File: src/rtl/tpu_host_loader.sv
// tpu_host_loader
//   Byte-stream command front end for the 2x2 matmul controller. Host
//   commands arrive on a valid/ready byte stream and are turned into the
//   controller's load / memory-load / output-enable strobes. The four 8-bit
//   results (c00, c01, c10, c11) are captured and returned to the host on a
//   valid/ready output byte stream.
//
//   Command byte [7:6]: 00 LOAD_A (+4 data bytes), 01 LOAD_B (+4 data bytes),
//                       10 MEM_LOAD (sel=[2], addr=[1:0]), 11 READ.
//
//   Parameter TIMEOUT : cycles to wait for ctrl_done after READ (1..255).
//
//   Optional build macro OUT_CHECKSUM_EN: when defined, a fifth byte equal to
//   the XOR of the four result bytes is sent after c11.
//
// Ports
//   clk, rst          clock, synchronous active-high reset
//   in_valid/in_byte/in_ready     host -> block byte stream
//   out_valid/out_byte/out_ready  block -> host result stream
//   load_en, load_sel_ab, load_index, load_data   controller element load
//   load_mem, mem_addr                            controller memory load
//   output_en, ctrl_out_data, ctrl_done           controller result path
//   busy              high whenever the FSM is not idle
//   err               one-cycle pulse when a READ times out
module tpu_host_loader #(
  parameter int unsigned TIMEOUT = 255
) (
  input  logic       clk,
  input  logic       rst,
  input  logic       in_valid,
  input  logic [7:0] in_byte,
  output logic       in_ready,
  output logic       out_valid,
  output logic [7:0] out_byte,
  input  logic       out_ready,
  output logic       load_en,
  output logic       load_sel_ab,
  output logic [1:0] load_index,
  output logic [7:0] load_data,
  output logic       load_mem,
  output logic [1:0] mem_addr,
  output logic       output_en,
  input  logic [7:0] ctrl_out_data,
  input  logic       ctrl_done,
  output logic       busy,
  output logic       err
);

  typedef enum logic [2:0] {
    IDLE,
    DATA,
    MEM,
    WAIT,
    DRAIN,
    CAPTURE,
    SEND
  } state_t;

`ifdef OUT_CHECKSUM_EN
  localparam logic [2:0] LAST_PTR = 3'd4;
`else
  localparam logic [2:0] LAST_PTR = 3'd3;
`endif

  // WAIT lasts exactly TIMEOUT cycles; the counter starts at 0 so the last
  // permitted cycle is the one where it holds TIMEOUT-1.
  localparam logic [7:0] TIMEOUT_LAST = 8'(TIMEOUT - 1);

  state_t     state;
  logic       sel;
  logic [1:0] idx;
  logic [1:0] addr;
  logic [1:0] cap_k;
  logic [7:0] cnt;
  logic [2:0] ptr;
  logic [7:0] res_buf [4];
  logic [7:0] send_byte;

  // Byte presented during SEND; index 4 is the optional checksum slot.
  always_comb begin
    send_byte = res_buf[ptr[1:0]];
`ifdef OUT_CHECKSUM_EN
    if (ptr == 3'd4) begin
      send_byte = res_buf[0] ^ res_buf[1] ^ res_buf[2] ^ res_buf[3];
    end
`endif
  end

  // Strobes are decoded from the registered state. load_en must follow the
  // host byte in the same cycle, so it also depends on in_valid.
  assign in_ready    = (state == IDLE) || (state == DATA);
  assign load_en     = (state == DATA) && in_valid;
  assign load_mem    = (state == MEM);
  assign load_sel_ab = (load_en || load_mem) ? sel : 1'b0;
  assign load_index  = load_en ? idx : 2'd0;
  assign load_data   = load_en ? in_byte : 8'd0;
  assign mem_addr    = load_mem ? addr : 2'd0;
  assign output_en   = (state == CAPTURE);
  assign out_valid   = (state == SEND);
  assign out_byte    = out_valid ? send_byte : 8'd0;
  assign busy        = (state != IDLE);
  // A done seen on the final WAIT cycle still wins over the timeout.
  assign err         = (state == WAIT) && !ctrl_done && (cnt == TIMEOUT_LAST);

  always_ff @(posedge clk) begin
    if (rst) begin
      state <= IDLE;
      sel   <= 1'b0;
      idx   <= 2'd0;
      addr  <= 2'd0;
      cap_k <= 2'd0;
      cnt   <= 8'd0;
      ptr   <= 3'd0;
      for (int i = 0; i < 4; i++) begin
        res_buf[i] <= 8'd0;
      end
    end else begin
      case (state)
        IDLE: begin
          if (in_valid) begin
            case (in_byte[7:6])
              2'b00, 2'b01: begin
                sel   <= in_byte[6];
                idx   <= 2'd0;
                state <= DATA;
              end
              2'b10: begin
                sel   <= in_byte[2];
                addr  <= in_byte[1:0];
                state <= MEM;
              end
              default: begin
                cnt   <= 8'd0;
                state <= WAIT;
              end
            endcase
          end
        end
        DATA: begin
          if (in_valid) begin
            idx <= idx + 2'd1;
            if (idx == 2'd3) begin
              state <= IDLE;
            end
          end
        end
        MEM: begin
          state <= IDLE;
        end
        WAIT: begin
          if (ctrl_done) begin
            state <= DRAIN;
          end else if (cnt == TIMEOUT_LAST) begin
            state <= IDLE;
          end else begin
            cnt <= cnt + 8'd1;
          end
        end
        // Controller needs one cycle in its OUTPUT state before results flow.
        DRAIN: begin
          cap_k <= 2'd0;
          state <= CAPTURE;
        end
        CAPTURE: begin
          res_buf[cap_k] <= ctrl_out_data;
          cap_k          <= cap_k + 2'd1;
          if (cap_k == 2'd3) begin
            ptr   <= 3'd0;
            state <= SEND;
          end
        end
        SEND: begin
          if (out_ready) begin
            if (ptr == LAST_PTR) begin
              state <= IDLE;
            end else begin
              ptr <= ptr + 3'd1;
            end
          end
        end
        default: begin
          state <= IDLE;
        end
      endcase
    end
  end

endmodule

File: config.mk
export PLATFORM = sky130hd
export DESIGN_NAME = tpu_host_loader
export DESIGN_NICKNAME = d
export VERILOG_FILES = /design/src/rtl/tpu_host_loader.sv
export SDC_FILE = /design/constraint.sdc
export NUM_CORES = 1
export LEC_CHECK = 0
export CAP_MARGIN = 20
export CORE_MARGIN = 3
export CORE_UTILIZATION = 30
export CTS_CLUSTER_SIZE = 10
export DETAILED_ROUTE_END_ITERATION = 8
export PLACE_DENSITY = 0.56
export SYNTH_ARGS = -nofsm -noshare
export SYNTH_HDL_FRONTEND = slang
export SYNTH_SLANG_ARGS = --single-unit
File: constraint.sdc
create_clock -name clk -period 5.2 [get_ports clk]
set_clock_uncertainty 0.1 [all_clocks]
set_input_delay 0.52 -clock clk [delete_from_list [all_inputs] [get_ports clk]]
set_output_delay 0.52 -clock clk [all_outputs]
set_load 0.02 [all_outputs]
==> flow_summary.toml <==
[run_status]
status = "finished clean"

[synth]
yosys.cell_types.count = 58
ys.flop_type = "edfxtp_1"
synth-seq-area-share_pct = 48.34
syn_area_mm2 = 0.002940
yosysWarnings = 0
yosysTopAreaCellShare_pct = 32.68
synthCells = 261
synth-edff-count = 32
synth_nets = 288
synth_seq_cells = 55
synth_area_leaders = "edfxtp_1, dfxtp_1, and2_1"
avgSynthCellArea_um2 = 11.27
async_flop_share_pct = 0
synth_largest_area_cell = "edfxtp_1"

[clock_network]
ctsLongestPathBuffers = 2
cts_resized = 0
htree_levels = 2
clk-insertion-delay-late_ns = 0.31
path_clk_slew_ns = 0.11
cts_tree = "done"
postCtsSetupRepairBufs = 0
cts_hold_buf = 0
root_buffer = "clkbuf_8"
numClockSinks = 55
cts_buffers = 5

[placement]
placed_cells = 424
port_buffers = 48
place_congestion = 0.8028
hpwlAfterDp_mm = 4.270

[timing]
fin_tns_setup_ns = 0
maxSlewViolCount = 0
maxSlewHeadroom_pct = 39.94
max_freq_mhz = 322.3
rsz0062_at_grt = "false"
timing_hold_violations_final = 0
holdWs_ns = 0.3815
finalWorstPathRequiredPeriod_ns = 3.103
max_slew.worst_pin.slew_ns = 0.8991
min_period_over_period_pct = 59.66
setup_violations = 0

[routing]
drt_wl_total_mm = 6.254
avgViaCountPerCell = 4.794
avgRoutedWirePerCell_um = 14.48
drt-initial-drc-count = 78
dr_total_vias = 2071
drtAntennaViolNets = 0
drt_pass1_iterations = 4
drc = 0

[cells_and_area]
final_layout_size_suffix_gt1_share_pct = 9.901
fin_util_pct = 38.50
nets = 329
fill_cells = 951
area_delta_synth_final_pct = 22.72
antenna_cells = 0
fin_cells = 432

[grt]
track_usage_pct = 11.98
grt_pass1_vias = 2092
grt_overflow = 0
antenna_found_initial = 0
grt_max_degree = 31
grt_first_pass_wirelength_mm = 10.65

[setup_path]
r2r_end = "res_buf[1][1]"
reg2reg_depth = 4
cp.arrival_ns = 2.48
worstPathRequired_ns = 4.58
rrSetupSlack_ns = 2.54
crit_path_start_kind = "flip-flop"
r2r-start = "state[2]"
crit_path_max_incr_delay_ns = 0.60
end_kind = "output port"
worst-path-buf-inv = 1
timing_worst_setup_path_type = "flip-flop to output port"
worst_path_max_delay_cell = "clkdlybuf4s50_1"
crit_family = "simple AND/OR/NAND/NOR gates"
path_cells = "nor2_1 -> and3_1 -> and2_1 -> clkdlybuf4s50_1"
crit_fanout = 17

[die]
die_area_mm2 = 0.01103
fp.dieW_um = 105
ios = 49
die_h_um = 105
start_util_pct = 31.38
coreArea_mm2 = 0.009371
row_count = 35

[flow_run]
max_cap_violations = 0

[power_and_ir_drop]
p_per_area_mw_per_mm2 = 244.3
p_leak_nw = 1.257
peakVddDrop_mv = 0.1110

[min_path]
worstHoldPathCells = 2
holdCritPathClass = "flip-flop to flip-flop"
hp-start = "ptr[1]"
-- how the worst max path moves through the flow --
stage               from            to  cells past startpoint
3_5_place_dp   ctrl_done           err                      4
2_1_floorplan   state[1]   mem_addr[0]                      3
6_report        state[2]  load_data[5]                      4
5_1_grt         state[2]  load_data[5]                      4
3_3_place_gp    in_valid  load_data[2]                      4
4_1_cts         state[2]  load_data[4]                      4
-- power breakdown --
| group | switching (mW) | internal (mW) | leakage [nW] | total [mW] |
|---|---|---|---|---|
| sequential | 0.0190 | 0.474 | 0.516 | 0.493 |
| clock | 0.153 | 0.100 | 0.0467 | 0.253 |
| combinational | 0.0670 | 0.0686 | 0.695 | 0.136 |
-- Yosys cell counts (6+ instances only) --
master,n
nand2_1,11
a21oi_1,7
ha_1,6
dfxtp_1,23
mux4_2,8
edfxtp_1,32
nor2b_1,9
clkbuf_1,6
nand3_1,7
inv_1,9
mux2i_1,8
nor2_1,20
and2_1,44
-- tightest hold or removal path: stages (launching register included) --
cell	delay, ns
dfxtp_1	0.33
nand2_1	0.05
a21oi_1	0.06
-- per-layer routing --
metal  vias up  GRT usage [%]  wire, µm
li1       1024              -         -
met1       995          16.00      2824
met2        46          19.84      3117
met3         6          2.409       266
met4         0          3.093        45
met5         -              0         0
-- stage by stage --
| stage | worst slack (ns) | power, mW | cell area [µm²] |
|---|---|---|---|
| floorplan | 2.937 | 0.5824 | 2940 |
| global placement | 2.328 | 0.6409 | 3512 |
| detailed placement | 2.241 | 0.6395 | 3512 |
| CTS | 2.056 | 0.8996 | 3608 |
| global route | 1.857 | 0.9285 | 3608 |
| finish | 2.097 | 0.8814 | 3608 |
-- logic make-up (layout without fill, tap and decap cells) --
| kind of cell | Yosys count | count (layout) | synth area share, % |
|---|---|---|---|
| compound gates | 31 | 31 | 9.277 |
| fa+ha+maj | 6 | 6 | 2.553 |
| buf+inv | 24 | 66 | 3.787 |
| flops | 55 | 55 | 48.34 |
| mux | 17 | 17 | 9.362 |
| simple gates | 128 | 128 | 26.68 |
-- area by class of cell --
type	count	area, µm²	area share (%)
well taps	129	161.4	4.473
inverters	9	33.78	0.9362
clock inverters	3	27.53	0.7628
flip-flops and latches	55	1421	39.39
clock buffers	5	68.82	1.907
repair buffers	49	488.0	13.52
multi-input cells	182	1408	39.01
-- layout by cell type (no fill, tap or decap), types with 2 or more instances in the layout --
| master | Yosys | final |
|---|---|---|
| edfxtp_1 | 32 | 32 |
| o21a_1 | 2 | 2 |
| dfxtp_1 | 23 | 23 |
| nor2b_1 | 9 | 9 |
| and3b_1 | 3 | 3 |
| o21ai_0 | 3 | 3 |
| nand3_1 | 7 | 7 |
| and2_1 | 44 | 44 |
| nor3_1 | 4 | 4 |
| nor2_1 | 20 | 20 |
| a31oi_1 | 3 | 3 |
| nand4_1 | 3 | 3 |
| clkbuf_8 | 0 | 5 |
| a311oi_1 | 3 | 3 |
| nor3b_1 | 4 | 4 |
| ha_1 | 6 | 6 |
| nand2b_1 | 4 | 4 |
| a21oi_1 | 7 | 7 |
| nand3b_1 | 2 | 2 |
| clkdlybuf4s50_1 | 0 | 48 |
| mux4_2 | 8 | 8 |
| nand2_1 | 11 | 11 |
| or3_1 | 2 | 2 |
| inv_1 | 9 | 9 |
| mux2i_1 | 8 | 8 |
-- sequential cells by signal (all words and copies together) (netlist names), named ones only --
register and flops:
sel 1, cnt 8, idx 2, cap_k 2, state 3, addr 2
ptr 3, res_buf 32
Note: power is estimated with default switching activity, not from simulation.
